File: src/rtl/memarb_pkg.sv
// Shared types and constants for the SSRAM sequencer/arbiter.
package memarb_pkg;

  typedef enum logic [2:0] {IDLE, H0, H1, H2, ACK} memarb_state_t;

  typedef enum logic {OWN_CPU, OWN_CON} memarb_owner_t;

  // Half-select: bits [0:17] go out first, then bits [18:35].
  localparam logic HALF_HI = 1'b0;
  localparam logic HALF_LO = 1'b1;

  localparam int unsigned SSRAM_DW = 18;

endpackage

File: src/rtl/memarb_sel.sv
// Grant selection: CPU priority with a bounded burst so the console cannot starve.
module memarb_sel
  import memarb_pkg::*;
#(
  parameter int unsigned CPU_BURST_MAX = 4
) (
  input  logic          clk,
  input  logic          rst,
  input  logic          cpuREQ,
  input  logic          conREQ,
  input  logic          idle,
  output logic          grantValid,
  output memarb_owner_t grantOwner
);

  localparam logic [3:0] BurstMax = 4'(CPU_BURST_MAX);

  logic [3:0] fairQ, fairD;

  // Combinational grant from the current requests and the burst counter.
  always_comb begin
    grantValid = cpuREQ | conREQ;
    grantOwner = OWN_CPU;
    if (conREQ && (!cpuREQ || fairQ == BurstMax)) begin
      grantOwner = OWN_CON;
    end
  end

  // Burst counter: counts CPU grants made while the console waits.
  always_comb begin
    fairD = fairQ;
    if (idle) begin
      if (!conREQ || grantOwner == OWN_CON) begin
        fairD = '0;
      end else if (cpuREQ && fairQ != BurstMax) begin
        fairD = fairQ + 4'd1;
      end
    end
  end

  // Burst counter register.
  always_ff @(posedge clk or negedge rst) begin
    if (!rst) begin
      fairQ <= '0;
    end else begin
      fairQ <= fairD;
    end
  end

endmodule

File: src/rtl/ssram_arb.sv
// Two-word-burst SSRAM sequencer shared by the CPU and console ports.
// Optional grant/wait statistics are built when MEMARB_STATS_EN is defined.
module ssram_arb
  import memarb_pkg::*;
#(
  parameter int unsigned AW            = 20,
  parameter int unsigned CPU_BURST_MAX = 4
) (
  input  logic                clk,
  input  logic                rst,
  input  logic                cpuREQ,
  input  logic                cpuWR,
  input  logic [AW-1:0]       cpuADDR,
  input  logic [35:0]         cpuDATAI,
  output logic                cpuACK,
  output logic [35:0]         cpuDATAO,
  input  logic                conREQ,
  input  logic                conWR,
  input  logic [AW-1:0]       conADDR,
  input  logic [35:0]         conDATAI,
  output logic                conACK,
  output logic [35:0]         conDATAO,
  output logic                busy,
  output logic [AW+1:0]       ssramA,
  output logic                ssramWE_N,
  output logic                ssramADV,
  output logic [SSRAM_DW-1:0] ssramDO,
  output logic                ssramOE,
  input  logic [SSRAM_DW-1:0] ssramDI,
  output logic [31:0]         statCPU,
  output logic [31:0]         statCON,
  output logic [31:0]         statWAIT
);

  memarb_state_t      stateQ, stateD;
  memarb_owner_t      ownerQ, grantOwner;
  logic               grantValid;
  logic               idleStb;
  logic               wrQ;
  logic [AW-1:0]      addrQ;
  logic [35:0]        dataQ;
  logic [SSRAM_DW-1:0] rdHiQ;
  logic [35:0]        cpuDataQ, conDataQ;

  assign idleStb  = (stateQ == IDLE);
  assign ssramADV = 1'b0;
  assign busy     = !idleStb;
  assign cpuDATAO = cpuDataQ;
  assign conDATAO = conDataQ;

  memarb_sel #(
    .CPU_BURST_MAX(CPU_BURST_MAX)
  ) u_sel (
    .clk        (clk),
    .rst        (rst),
    .cpuREQ     (cpuREQ),
    .conREQ     (conREQ),
    .idle       (idleStb),
    .grantValid (grantValid),
    .grantOwner (grantOwner)
  );

  // Next-state: fixed five-cycle walk once a grant is made.
  always_comb begin
    stateD = stateQ;
    case (stateQ)
      IDLE:    if (grantValid) stateD = H0;
      H0:      stateD = H1;
      H1:      stateD = H2;
      H2:      stateD = ACK;
      ACK:     stateD = IDLE;
      default: stateD = IDLE;
    endcase
  end

  // Pad and handshake outputs decoded from the current state.
  always_comb begin
    ssramA    = '0;
    ssramWE_N = 1'b1;
    ssramOE   = 1'b0;
    ssramDO   = '0;
    cpuACK    = 1'b0;
    conACK    = 1'b0;
    case (stateQ)
      H0: begin
        ssramA = {1'b0, addrQ, HALF_HI};
        if (wrQ) begin
          ssramWE_N = 1'b0;
          ssramOE   = 1'b1;
          ssramDO   = dataQ[35:18];
        end
      end
      H1: begin
        ssramA = {1'b0, addrQ, HALF_LO};
        if (wrQ) begin
          ssramWE_N = 1'b0;
          ssramOE   = 1'b1;
          ssramDO   = dataQ[17:0];
        end
      end
      ACK: begin
        cpuACK = (ownerQ == OWN_CPU);
        conACK = (ownerQ == OWN_CON);
      end
      default: ;
    endcase
  end

  // State, request latch and read-data capture.
  always_ff @(posedge clk or negedge rst) begin
    if (!rst) begin
      stateQ   <= IDLE;
      ownerQ   <= OWN_CPU;
      wrQ      <= 1'b0;
      addrQ    <= '0;
      dataQ    <= '0;
      rdHiQ    <= '0;
      cpuDataQ <= '0;
      conDataQ <= '0;
    end else begin
      stateQ <= stateD;
      if (idleStb && grantValid) begin
        ownerQ <= grantOwner;
        wrQ    <= (grantOwner == OWN_CPU) ? cpuWR    : conWR;
        addrQ  <= (grantOwner == OWN_CPU) ? cpuADDR  : conADDR;
        dataQ  <= (grantOwner == OWN_CPU) ? cpuDATAI : conDATAI;
      end
      if (stateQ == H1 && !wrQ) begin
        rdHiQ <= ssramDI;
      end
      // Second half lands straight in the owner's output so it is valid during ACK.
      if (stateQ == H2 && !wrQ) begin
        if (ownerQ == OWN_CPU) cpuDataQ <= {rdHiQ, ssramDI};
        else                   conDataQ <= {rdHiQ, ssramDI};
      end
    end
  end

`ifdef MEMARB_STATS_EN
  logic [31:0] statCpuQ, statConQ, statWaitQ;

  // Saturating grant and console-wait counters.
  always_ff @(posedge clk or negedge rst) begin
    if (!rst) begin
      statCpuQ  <= '0;
      statConQ  <= '0;
      statWaitQ <= '0;
    end else begin
      if (idleStb && grantValid) begin
        if (grantOwner == OWN_CPU && statCpuQ != '1) statCpuQ <= statCpuQ + 32'd1;
        if (grantOwner == OWN_CON && statConQ != '1) statConQ <= statConQ + 32'd1;
      end
      if (conREQ && !(stateQ == ACK && ownerQ == OWN_CON) && statWaitQ != '1) begin
        statWaitQ <= statWaitQ + 32'd1;
      end
    end
  end

  assign statCPU  = statCpuQ;
  assign statCON  = statConQ;
  assign statWAIT = statWaitQ;
`else
  assign statCPU  = '0;
  assign statCON  = '0;
  assign statWAIT = '0;
`endif

endmodule
File: config.mk
export PLATFORM = sky130hd
export DESIGN_NAME = ssram_arb
export DESIGN_NICKNAME = d
export VERILOG_FILES = /design/src/rtl/memarb_pkg.sv /design/src/rtl/memarb_sel.sv /design/src/rtl/ssram_arb.sv
export SDC_FILE = /design/constraint.sdc
export NUM_CORES = 1
export LEC_CHECK = 0
export ABC_AREA = 1
export CORE_AREA = 8 8 153 155
export CTS_CLUSTER_DIAMETER = 100
export CTS_CLUSTER_SIZE = 25
export DETAILED_ROUTE_END_ITERATION = 8
export DIE_AREA = 0 0 161 163
export MAX_ROUTING_LAYER = met4
export PLACE_DENSITY_LB_ADDON = 0.1
export REMOVE_ABC_BUFFERS = 1
export SYNTH_ARGS = -nofsm -noshare
export SYNTH_HDL_FRONTEND = slang
export SYNTH_HIERARCHICAL = 1
export SYNTH_SLANG_ARGS = --single-unit
File: constraint.sdc
create_clock -name clk -period 2.25 [get_ports clk]
set_clock_uncertainty 0.1 [all_clocks]
set_input_delay 0.675 -clock clk [delete_from_list [all_inputs] [get_ports clk]]
set_output_delay 0.675 -clock clk [all_outputs]
set_load 0.02 [all_outputs]
Word level (Yosys, flattened, before mapping):

Index checks and enable logic that the tools add are counted.

* register bits: 155
* latch bits: 0
* RAM bits: 0
* memory bits (read-only): 0
* input port bits: 136
* output and inout bits: 214
* memories: 0

* add/sub/neg operators: 1
* multipliers: 0
* div/mod/pow operators: 0
* order comparisons: 0
* eq/ne operators: 7
* shift-type cells: 0
* multiplexer cells: 18
* bitwise gates (word level): 2
* reductions and logical operators: 17

Operator list (count)
* $pmux W21 S2: 1
* $mux W18: 2
* $mux W36: 1
* $pmux W18 S2: 1
* $mux W20: 1
* $pmux W3 S4: 1
* $mux W1: 8
* $mux W4: 2
* $eq A3 B2 Y1 const B: 2
* $reduce_and A2 Y1: 3
* $logic_and A1 B1 Y1: 5
* $add A4 B1 Y4 const B: 1
* $eq A4 B3 Y1 const B: 1
* $logic_not A1 Y1: 4
* $ne A4 B3 Y1 const B: 1
* $eq A3 B1 Y1 const B: 1
* $eq A3 B3 Y1 const B: 1
* $logic_not A3 Y1: 1
* $mux W3: 1
* $logic_or A1 B1 Y1: 2
* $ne A2 B2 Y1 const B: 1
* $reduce_bool A2 Y1: 1
* $reduce_or A2 Y1: 1
* $not A1 Y1: 1
* $or A1 B1 Y1: 1

Depth between registers and ports, before layout:

Gate-level depths: netlist of run 1.

* depth after elaboration: 7
* mapped depth: 11
* depth with buffers taken out: 9

Cells and area by module:

The synthesis of run 1 kept the hierarchy.

Modules (own cells, without submodules)
* ssram_arb: times used 1, cells each 1053, area an instance 7983.9 µm², sequential area each 3778.6 µm²
* memarb_sel: times used 1, cells each 31, area an instance 256.5 µm², sequential area each 100.1 µm²

Worst setup path after synthesis of run 1:

Ideal clock, no wire load.

* kind: reg2out
* from: register stateQ[2]
* to: output ssramDO[10]
* arrival: 1.304 ns
* data required time: 1.475 ns
* path slack: 0.171 ns
* cell stages (with the launch flop): 7
* path through: dfrtp_1 nor2_4 nand2_1 inv_2 buf_2 nand3_1 nand2_1

* cells in the longest elaborated chain, start to end: 2

RTL lines
* from (decl): line ssram_arb.sv:35 `memarb_state_t stateQ, stateD;`
* from (signal assigned): line ssram_arb.sv:121 `stateQ <= stateD;`
* $eq A3 B2 Y1 / $eq A3 B1 Y1 (equally long branches): line ssram_arb.sv:84 `case (stateQ)`
* $pmux W18 S2 *: line ssram_arb.sv:84
* to (decl): line ssram_arb.sv:27 `output logic [SSRAM_DW-1:0] ssramDO,`

Mark *: on every way between the ends. The rest lies on a longest branch, timed or not.

Final worst setup path of run 1:

* from: register stateQ[2]
* to: output ssramA[11]

* cells in the longest elaborated chain, start to end: 2

RTL lines
* $eq A3 B2 Y1 / $eq A3 B1 Y1 (equally long branches): line ssram_arb.sv:84
* $pmux W21 S2 *: line ssram_arb.sv:84
* to (decl): line ssram_arb.sv:24 `output logic [AW+1:0] ssramA,`

Marked as above.

==> results of run 1 <==
==> power by group <==
group	leakage, nW	switching [W]	internal [W]	total (W)
logic	3.79	0.00460	0.00320	0.00781
registers	1.93	0.000844	0.00412	0.00497
clock network	0.307	0.00127	0.00179	0.00307
total	6.03	0.00672	0.00912	0.0158
==> placed cells by master, fill, tap and decap left out, types with 2 or more instances in the layout <==
cell type        count
buf_12              12
buf_4               25
buf_6               42
bufinv_16            3
clkbuf_16           17
clkdlybuf4s50_1    204
clkinv_1             2
clkinv_4             2
conb_1              98
dfrtp_1            154
dlymetal6s2s_1       2
ha_1                 2
inv_1               46
inv_2                6
inv_6                4
inv_8                3
nand2_1            531
nand2_2              5
nand3_1             30
nand3_2             12
nand4_1             72
nor2_1               8
nor2_2              19
nor2_4               3
o21ai_0             20
xnor2_1              2
==> stage by stage <==
stage / instance area (um2) / util (%) / instances / TNS [ns]
2_1_floorplan: 7460 / - / 1017 / -308.97
3_3_place_gp: 10710 / 51.42 / 1574 / -5.020
3_5_place_dp: 10710 / 51.42 / 1574 / -5.710
4_1_cts: 11340 / 54.45 / 1607 / -4.822
5_1_grt: 11520 / 55.34 / 1610 / -7.568
6_report: 11520 / 55.34 / 1610 / -3.470
==> layer usage <==
layer | routed length [um] | share of wire (%) | up-vias | global-route usage (%)
met2 | 11690 | 47 | 228 | 30.19
met3 | 1671 | 6.7 | 18 | 5.131
met4 | 248 | 1.0 | 0 | 5.429
li1 | - | - | 3655 | -
met1 | 11250 | 45 | 3402 | 25.21
met5 | 0 | 0 | - | -
==> worst max-delay path, delay by kind of cell (launching register included) <==
family / cells / cell delay [ns]
buf+inv: 3 / 0.36
simple gates: 4 / 0.38
flops: 1 / 0.43
==> path summary, 6_finish.rpt <==
kind / start / endpoint / slack, ns
worst min register to register: cpuDATAO[20] / cpuDATAO[20] / 0.37
worst max register to register: u_sel/fairQ[0] / dataQ[13] / 0.35
worst min-delay path: rst / cpuDATAO[12] / 0.04
worst max-delay path: stateQ[2] / ssramA[11] / -0.11
min in group clk: cpuDATAO[20] / cpuDATAO[20] / 0.37
max in group asynchronous: rst / addrQ[15] / 1.41
==> final cells by class <==
| type | instances | share of cell area (%) |
|---|---|---|
| flip-flops and latches | 155 | 33.67 |
| multi-input cells | 808 | 30.31 |
| repair buffers | 286 | 25.80 |
| clock buffers | 17 | 3.692 |
| well taps | 275 | 2.986 |
| clock inverters | 15 | 1.781 |
| inverters | 54 | 1.759 |
==> what timing repair did <==
action | 4_1_cts | 5_1_grt
gates resized for setup | 240 | 49
setup buffers | 2 | 3
endpoints found under the setup margin | 44 | 45
cloned | 0 | 0
pin swaps | 2 | 7
hold buffers | 0 | 0
==> cells by family (layout without fill, tap and decap cells) <==
group | after synthesis | in the layout | share of synthesized area [%]
compound gates | 24 | 24 | 1.518
xor+xnor | 2 | 2 | 0.2126
fa+ha+maj | 2 | 2 | 0.3036
buf+inv | 218 | 372 | 16.35
flops | 155 | 155 | 47.07
other cells | 1 | 98 | 0.04551
simple gates | 682 | 682 | 34.50
==> cells in the mapped netlist, drive strengths merged <==
master | instances | area (um2)
a21oi | 1 | 5.000
conb | 1 | 3.750
o21ai | 21 | 105.1
inv | 52 | 195.2
dfrtp | 155 | 3879
nand2 | 537 | 2016
ha | 2 | 25.02
clkinv | 2 | 7.510
buf | 141 | 1057
xnor2 | 2 | 17.52
nand4 | 72 | 450.4
nor2 | 30 | 130.1
nand3 | 42 | 240.2
clkbuf | 23 | 87.58
or2 | 1 | 6.260
o21bai | 1 | 7.510
a21boi | 1 | 7.510
==> state kept, by name, indices dropped and copies added (netlist names) <==
name and flops:
addrQ 20, dataQ 36, conDATAO 36, ownerQ 1
stateQ 3, rdHiQ 18, cpuDATAO 36, wrQ 1
u_sel/fairQ 4
==> flow_metrics.tcl, run 1 <==
set metrics [dict create \
    hold_viol 0 \
    synth.distinct_cells 26 \
    via_count 7303 \
    max-vdd-ir-drop_mv 0.5056 \
    critical_path.most_common_cell "nand2_2" \
    end_kind "primary output" \
    cts_sinks 155 \
    worst-r2r-cell-count 9 \
    gp_congestion 0.8078 \
    ios 350 \
    multi_input_area_mm2 0.003492 \
    slowest_stage "dfrtp_1" \
    required_ns 1.47 \
    grt-ovfl-total 0 \
    clock_latency_ns 0.42 \
    first_iter_violations 408 \
    ys_warn_count 6 \
    cts_tree "yes" \
    worstSetupPathType "reg -> out" \
    netlist_instances 1084 \
    syn_area_per_cell_um2 7.602 \
    dieArea_mm2 0.02624 \
    fillers 2042 \
    clk_pin_slew_ns 0.07 \
    period_share_pct 104.8 \
    grt_pass1_vias 7547 \
    power.leakage_nw 6.025 \
    fmax_mhz 424.1 \
    worst_setup_path_start_kind "register" \
    worstPathArrival_ns 1.58 \
    numCtsBuffers 17 \
    antenna_cells 0 \
    fin_ws_ns -0.1077 \
    ant_nets 0 \
    setup_viol 42 \
    grt_max_degree 73 \
    rows 53 \
    clockBufferDepth 2 \
    area_growth_pct 39.83 \
    p_per_area_mw_per_mm2 1375 \
    initial_utilization_pct 39.57 \
    coreArea_mm2 0.02082 \
    period_needed_ns 2.358 \
    rsz0062_at_grt "yes" \
    viasPerCell 4.536 \
    grt_pass1_wl_mm 40.51 \
    drc_errors 0 \
    ys_ff_latch 155 \
    hpwl_mm 17.64 \
    cp_max_fo 20 \
    wl_per_cell_um 15.44 \
    synth_seq_area_share_pct 47.07 \
    die_h_um 163 \
    dr.pass1.iters 4 \
    antenna_found_initial 0 \
    final_nets 1460 \
    hold_ws_ns 0.03725 \
    wirelength_mm 24.87 \
    cp_cell_sequence "nor2_4, nand2_2, nand2_2, inv_2, buf_12, nor2_1, buf_4" \
    netlist_area_mm2 0.008240 \
    fp.dieW_um 161 \
    max_stage_delay_ns 0.43 \
    place_ws_ns -0.1895 \
    clockRootBuffer "clkbuf_16" \
    grt_usage_pct 19.62 \
    drive_gt1_share_pct 12.06 \
    final_max_slew_viol_count 0 \
    hp-class "in -> async" \
    numPortBuffers 251 \
    power_w 0.01584 \
    regArea_mm2 0.003880 \
    h-tree-depth 4 \
    violations "negative setup slack" \
    maxCapViolCount 0 \
    outcome "finished, violations left" \
]
Note: power is estimated with default switching activity, not from simulation.
==> run 2, diff against run 1 <==
--- a/config.mk
+++ b/config.mk
@@ -13,7 +13,6 @@
 export DIE_AREA = 0 0 161 163
 export MAX_ROUTING_LAYER = met4
 export PLACE_DENSITY_LB_ADDON = 0.1
-export REMOVE_ABC_BUFFERS = 1
 export SYNTH_ARGS = -nofsm -noshare
 export SYNTH_HDL_FRONTEND = slang
 export SYNTH_HIERARCHICAL = 1
==> flow_metrics.tcl, run 2 (synthesis gave the netlist of run 1 again) <==
set metrics [dict create \
    numCtsBuffers 17 \
    place_ws_ns -0.2118 \
    die_h_um 163 \
    period_needed_ns 2.420 \
    drc_errors 0 \
    initial_utilization_pct 39.57 \
    final_nets 1472 \
    area_growth_pct 44.67 \
    antenna_found_initial 0 \
    drive_gt1_share_pct 15.44 \
    tns_ns -5.488 \
    maxCapViolCount 0 \
    clockRootBuffer "clkbuf_16" \
    hold_ws_ns 0.02675 \
    cp_cell_sequence "nor2_4, nand2_4, nand2_2, inv_4, buf_12, nor2_2, buf_6" \
    grt-ovfl-total 0 \
    dieArea_mm2 0.02624 \
    viasPerCell 4.539 \
    worstSetupPathType "reg -> out" \
    outcome "finished, violations left" \
    hp-class "in -> async" \
    coreArea_mm2 0.02082 \
    numPortBuffers 251 \
    wirelength_mm 26.58 \
    rsz0062_at_grt "yes" \
    grt_usage_pct 20.43 \
    period_share_pct 107.6 \
    fillers 1992 \
    slew_headroom_pct 59.90 \
    h-tree-depth 4 \
    required_ns 1.47 \
    hold_viol 0 \
    max_stage_delay_ns 0.43 \
    fmax_mhz 413.2 \
    first_iter_violations 533 \
    slowest_stage "dfrtp_1" \
    ant_nets 0 \
    max-vdd-ir-drop_mv 0.6433 \
    dpl_cell_area_mm2 0.01074 \
    cp_max_fo 10 \
    dr.pass1.iters 4 \
    rows 53 \
    layout_commonest_cell "nand2_1" \
    worst_setup_path_start_kind "register" \
    end_kind "primary output" \
    worstPathArrival_ns 1.65 \
    clk_pin_slew_ns 0.07 \
    violations "negative setup slack" \
    wl_per_cell_um 16.39 \
    clockBufferDepth 2 \
    gp_congestion 0.8104 \
    power.leakage_nw 6.193 \
    worstMarginPinSlew_ns 0.6015 \
    hpwl_mm 19.01 \
    final_max_slew_viol_count 0 \
    fin_ws_ns -0.1702 \
    cts_sinks 155 \
    clock_latency_ns 0.42 \
    grt_max_degree 57 \
    fp.dieW_um 161 \
    post-route-util_pct 57.25 \
    mostFrequentLayoutCells "nand2_1 (515), clkdlybuf4s50_1 (199), dfrtp_1 (155)" \
    ios 350 \
    setup_viol 41 \
    via_count 7363 \
    antenna_cells 0 \
    cts_tree "yes" \
    post-route-cell-area_mm2 0.01192 \
    grt_pass1_wl_mm 41.64 \
    p_per_area_mw_per_mm2 1381 \
    grt_pass1_vias 7340 \
]
## run 2: changes by cell type in the layout (fill, tap and decap cells not counted), sizes merged
| cell | change |
|---|---|
| inv | -1 |
| clkdlybuf4s50 | -5 |
| dlymetal6s2s | +5 |
| clkinvlp | +1 |
| clkbuf | +3 |
| buf | +10 |
| bufinv | -1 |
## run 2: cell type report
class	instances	area [um2]	share of cell area (%)
inverter	54	215.2	1.805
tap	275	344.1	2.886
clock inverter	14	160.2	1.343
clock buffer	18	439.2	3.684
sequential	155	3879	32.54
multi-input combinational	808	3732	31.31
timing repair buffer	298	3152	26.44
## run 2: timing repair
item                       in CTS  in global routing
setup endpoints to repair      44                 51
pin swaps                       7                 23
gates resized for setup       291                 57
gates cloned                    2                  3
hold buffers                    0                  0
setup buffers                   4                  5
## run 2: critical path, delay by kind of cell, from the launching register on
family | cells | cell delay (ns)
buffers and inverters | 3 | 0.34
DFF | 1 | 0.43
and+or+nand+nor | 4 | 0.46
## run 2: worst paths after layout
| path | start | endpoint | slack [ns] | cells after the start |
|---|---|---|---|---|
| max | stateQ[2] | ssramA[9] | -0.17 | 7 |
| min | rst | conDATAO[28] | 0.03 | 1 |
| max reg2reg | stateQ[2] | cpuDATAO[0] | 0.36 | 6 |
| min reg2reg | cpuDATAO[28] | cpuDATAO[28] | 0.37 | 2 |
| max in group asynchronous | rst | cpuDATAO[10] | 1.41 | 2 |
| min in group clk | cpuDATAO[28] | cpuDATAO[28] | 0.37 | 2 |
## run 2: metrics by stage
stage / total power, W / cells
final: 0.01646 / 1622
after global routing: 0.01757 / 1622
after CTS: 0.01615 / 1617
after floorplan: 0.009249 / 1181
after detailed placement: 0.01254 / 1580
after global placement: 0.01247 / 1580
## run 2: power breakdown
group	internal [W]	switching (W)	total, W
registers	0.00412	0.000906	0.00503
logic	0.00353	0.00498	0.00850
clock network	0.00169	0.00124	0.00293
total	0.00934	0.00712	0.0165
## run 2: per-layer routing
layer / GRT usage (%) / wire length [um]
met1: 25.86 / 11570
met2: 31.42 / 12720
met3: 6.522 / 1852
met4: 4.798 / 439
met5: - / 0
==> edit 1: new RTL, settings of run 1 <==
Add a define of `MEMARB_STATS_EN`.
--- a/src/rtl/ssram_arb.sv
+++ b/src/rtl/ssram_arb.sv
@@ -2,2 +2,4 @@
 // Optional grant/wait statistics are built when MEMARB_STATS_EN is defined.
+`define MEMARB_STATS_EN
+
 module ssram_arb
Function: changed (a bounded check fails within 4 cycles, from zero or initial values and one cycle with rst low).
==> edit 1 against run 1 <==
- first-iteration DRC count increased to 4.5 times the old value
- total power grew 25%
- wire length increased by 110%
- design area grew 57%
- sequential cell count rose by 96
- worst setup slack lost 0.31 ns
- global-route usage grew 18 points
- count of clock-buffer cells in the layout is 2 lower
- via count is 99% higher
- the flow still finishes with violations (setup timing)
- utilization up 32 points
- area after synthesis increased by 59%
- critical path type unchanged
==> edit 1: results (changes against run 1) <==
fin nets: 2276 (was 1460)
synthesized-area fraction occupied by adder cells: 0.478% (was 0.304%)
GRT Util Overall: 37.2% (was 19.6%)
met2 WL: 25600 µm (was 11700 µm)
WL final: 52600 µm (was 24900 µm)
fill count: 1121 (was 2042)
outcome: complete, but fails checks (unchanged)
Lkg Pwr: 9.07 nW (was 6.03 nW)
drt initial violations: 1845 (was 408)
Synth Area in XOR/XNOR: 3.01% (was 0.213%)
Syn Inst Count: 1759 (was 1084)
worst r2r path cells: 8 (was 9)
Reg clk slew, reported paths: 0.11 ns (was 0.07 ns)
peak supply drop: 1080 µV (was 506 µV)
via count: 14500 (was 7303)
P_int: 10.9 mW (was 9.12 mW)
M1 GR Usage: 40.8% (was 25.2%)
number of global-route vias before repair: 14300 (was 7547)
met2 Use GR: 62.5% (was 30.2%)
Crit Reg-Reg Endpoint: addrQ[10] (was dataQ[13])
GPL Wtd Cong: 0.956 (was 0.808)
crit path launch: stateQ[1] (was stateQ[2])
dpl ws: -0.395 ns (was -0.190 ns)
clock latency on the worst-skew pair: 0.50 ns (was 0.42 ns)
CTS buffer count: 14 (was 17)
violated checks: setup timing (unchanged)
number of library cell types mapped by synthesis: 36 (was 26)
dpl hpwl: 33300 µm (was 17600 µm)
Port Buffers: 347 (was 251)
M3 GR Usage: 7.03% (was 5.13%)
initial antenna violation count: 2 (was 0)
crit-path max FO: 7 (was 20)
drt via density: 6.02 (was 4.54)
Final setup viols: 47 (was 42)
most common library cells after synthesis: nand2_1, nor2_1, dfrtp_1, o21ai_0, inv_1 (was nand2_1, dfrtp_1, buf_4, nand4_1, inv_1)
post-route worst setup slack: -0.421 ns (was -0.108 ns)
cell family with most CP delay: buffers and inverters (was flip-flops)
quantity of gates resized following cts: 477 (was 240)
[edit 1: cell count changes after synthesis, moves of 14 or more]
| cell | change |
|---|---|
| nor2_1 | +258 |
| dfrtp_1 | +96 |
| nand4_1 | -55 |
| xnor2_1 | +21 |
| o21ai_0 | +101 |
| nand3_1 | +15 |
| nand2_1 | +124 |
| xor2_1 | +22 |
| inv_1 | +69 |
| clkbuf_1 | +14 |
| o31ai_1 | +57 |
| buf_4 | -94 |
| nand3b_1 | +33 |
[edit 1: worst min path at each step]
stage / slack [ns] / endpoint
finish: 0.39 / cpuDATAO[15]
global route: 0.42 / cpuDATAO[10]
CTS: 0.40 / conDATAO[0]
detailed placement: 0.37 / dataQ[15]
global placement: 0.36 / conDATAO[19]
floorplan: 0.28 / addrQ[0]
[edit 1: final cells by class]
type	count	share of cell area (%)
clock inverter	2	0.152
clock buffer	15	2.07
inverter	123	2.59
antenna	2	0.0276
timing repair buffer	426	23.4
multi-input combinational	1319	35.2
sequential	251	34.6
tap	275	1.90
==> edit 2: new RTL, settings of run 1 <==
Made on the original files. The 5 states of `memarb_state_t` get a one-hot encoding in 5 bits.
--- a/src/rtl/memarb_pkg.sv
+++ b/src/rtl/memarb_pkg.sv
@@ -3,3 +3,3 @@
 
-  typedef enum logic [2:0] {IDLE, H0, H1, H2, ACK} memarb_state_t;
+  typedef enum logic [4:0] {IDLE = 5'b00001, H0 = 5'b00010, H1 = 5'b00100, H2 = 5'b01000, ACK = 5'b10000} memarb_state_t;
 
Behaviour: same outputs for any inputs over 10 cycles, from zero or initial values and one cycle with rst low; not proved beyond that.
==> edit 2 against run 1 <==
- the flow still finishes with violations (setup timing)
- sequential cell count up 2
- highest routed layer unchanged
- wire length up 2.9%
- global-route usage about the same
- via count down 2.1%
- total power down 10%
- design area up 5.4%
- worst setup slack worse by 0.21 ns
- non-clock buffer count up 21
- critical endpoint is now ssramA[12]
- area after synthesis down 0.80%
==> edit 2: results (changes against run 1) <==
crit-path max FO: 5 (was 20)
largest family of logic cells by synthesized area: simple AND/OR/NAND/NOR gates (unchanged)
GRT Util Overall: 19.6% (about the same)
synthesized-area fraction occupied by adder cells: 0.306% (was 0.304%)
most common library cells after synthesis: nand2_1, dfrtp_1, buf_4, o21ai_0, nand4_1 (was nand2_1, dfrtp_1, buf_4, nand4_1, inv_1)
Post-DP Area: 0.0107 mm² (about the same)
Final setup viols: 44 (was 42)
WL final: 25600 µm (was 24900 µm)
outcome: complete, but fails checks (unchanged)
WP data arrival: 1.79 ns (was 1.58 ns)
Lkg Pwr: 5.60 nW (was 6.03 nW)
postcts setup bufs: 4 (was 2)
GPL Wtd Cong: 0.776 (was 0.808)
routed len/inst: 16.7 µm (was 15.4 µm)
number of library cell types mapped by synthesis: 29 (was 26)
Synth Area in XOR/XNOR: 0.214% (was 0.213%)
sw frac: 40.0% (was 42.4%)
largest net degree at the start of global routing: 57 (was 73)
post-route worst setup slack: -0.315 ns (was -0.108 ns)
layout cell share with drive strength beyond 1: 22.7% (was 12.1%)
fin nets: 1379 (was 1460)
initial antenna violation count: 1 (was 0)
peak supply drop: 541 µV (was 506 µV)
number of global-route vias before repair: 7267 (was 7547)
cell family with most CP delay: buffers and inverters (was flip-flops)
largest cells by area after synthesis: dfrtp_1, nand2_1, buf_4, nand4_1, o21ai_0 (was dfrtp_1, nand2_1, buf_4, nand4_1, buf_6)
post-synthesis sequential area ratio: 48.1% (was 47.1%)
Syn Inst Count: 984 (was 1084)
first-pass GRT wire length: 40100 µm (was 40500 µm)
Compound-Gate Fraction of Synth Area: 8.45% (was 1.52%)
Clock group: 2.91 mW (was 3.07 mW)
dpl ws: -0.262 ns (was -0.190 ns)
violated checks: setup timing (unchanged)
quantity of gates resized following cts: 274 (was 240)
[edit 2: cell types whose count changed in the layout (fill, tap and decap cells not counted), moves of 21 or more]
cell	before	now
o21ai_0	20	75
o21ai_1	1	59
nand2_1	531	251
nand3_1	30	6
nor2_4	3	24
or2_2	1	58
[edit 2: worst paths after layout]
check | startpoint | to | slack, ns | cells past startpoint
worst max-delay path | stateQ[1] | ssramA[12] | -0.31 | 9
worst min-delay path | rst | cpuDATAO[22] | 0.07 | 1
worst max register to register | stateQ[0] | cpuDATAO[1] | 0.29 | 9
worst min register to register | conDATAO[33] | conDATAO[33] | 0.37 | 2
max in group asynchronous | rst | stateQ[0] | 1.34 | 2
min in group clk | conDATAO[33] | conDATAO[33] | 0.37 | 2
[edit 2: area by class of cell]
class	instances	area (µm²)
multi-input combinational	719	3800
sequential	157	3930
clock buffer	22	454
tap	275	344
timing repair buffer	307	3320
antenna	1	2.50
inverter	39	154
fill	1941	8670
clock inverter	9	136
[edit 2: worst reg2reg max path: stages, from the launching register on]
cell	delay, ns
dfstp_2	0.59
nor2_4	0.06
buf_4	0.14
nand2_1	0.10
nor2_4	0.05
buf_4	0.20
nand3_2	0.07
buf_4	0.39
nand2_1	0.14
nand2_1	0.08
[edit 2: metrics by stage]
step	setup TNS [ns]	power (mW)
after detailed placement	-10.70	10.5
final	-10.38	14.2
after global routing	-14.10	15.2
after CTS	-11.68	13.8
after global placement	-8.09	10.4
after floorplan	-221.86	7.60
[edit 2: metal layers]
metal | global-route usage [%] | share of wire (%)
met1 | 23.6 | 43
met2 | 31.0 | 48
met3 | 7.53 | 8.2
met4 | 3.87 | 0.57
met5 | - | 0
[edit 2: cells by family after synthesis]
logic type      Yosys count
buf+inv                 205
flops                   157
other cells               1
fa+ha+maj                 2
simple gates            480
compound gates          137
xor+xnor                  2
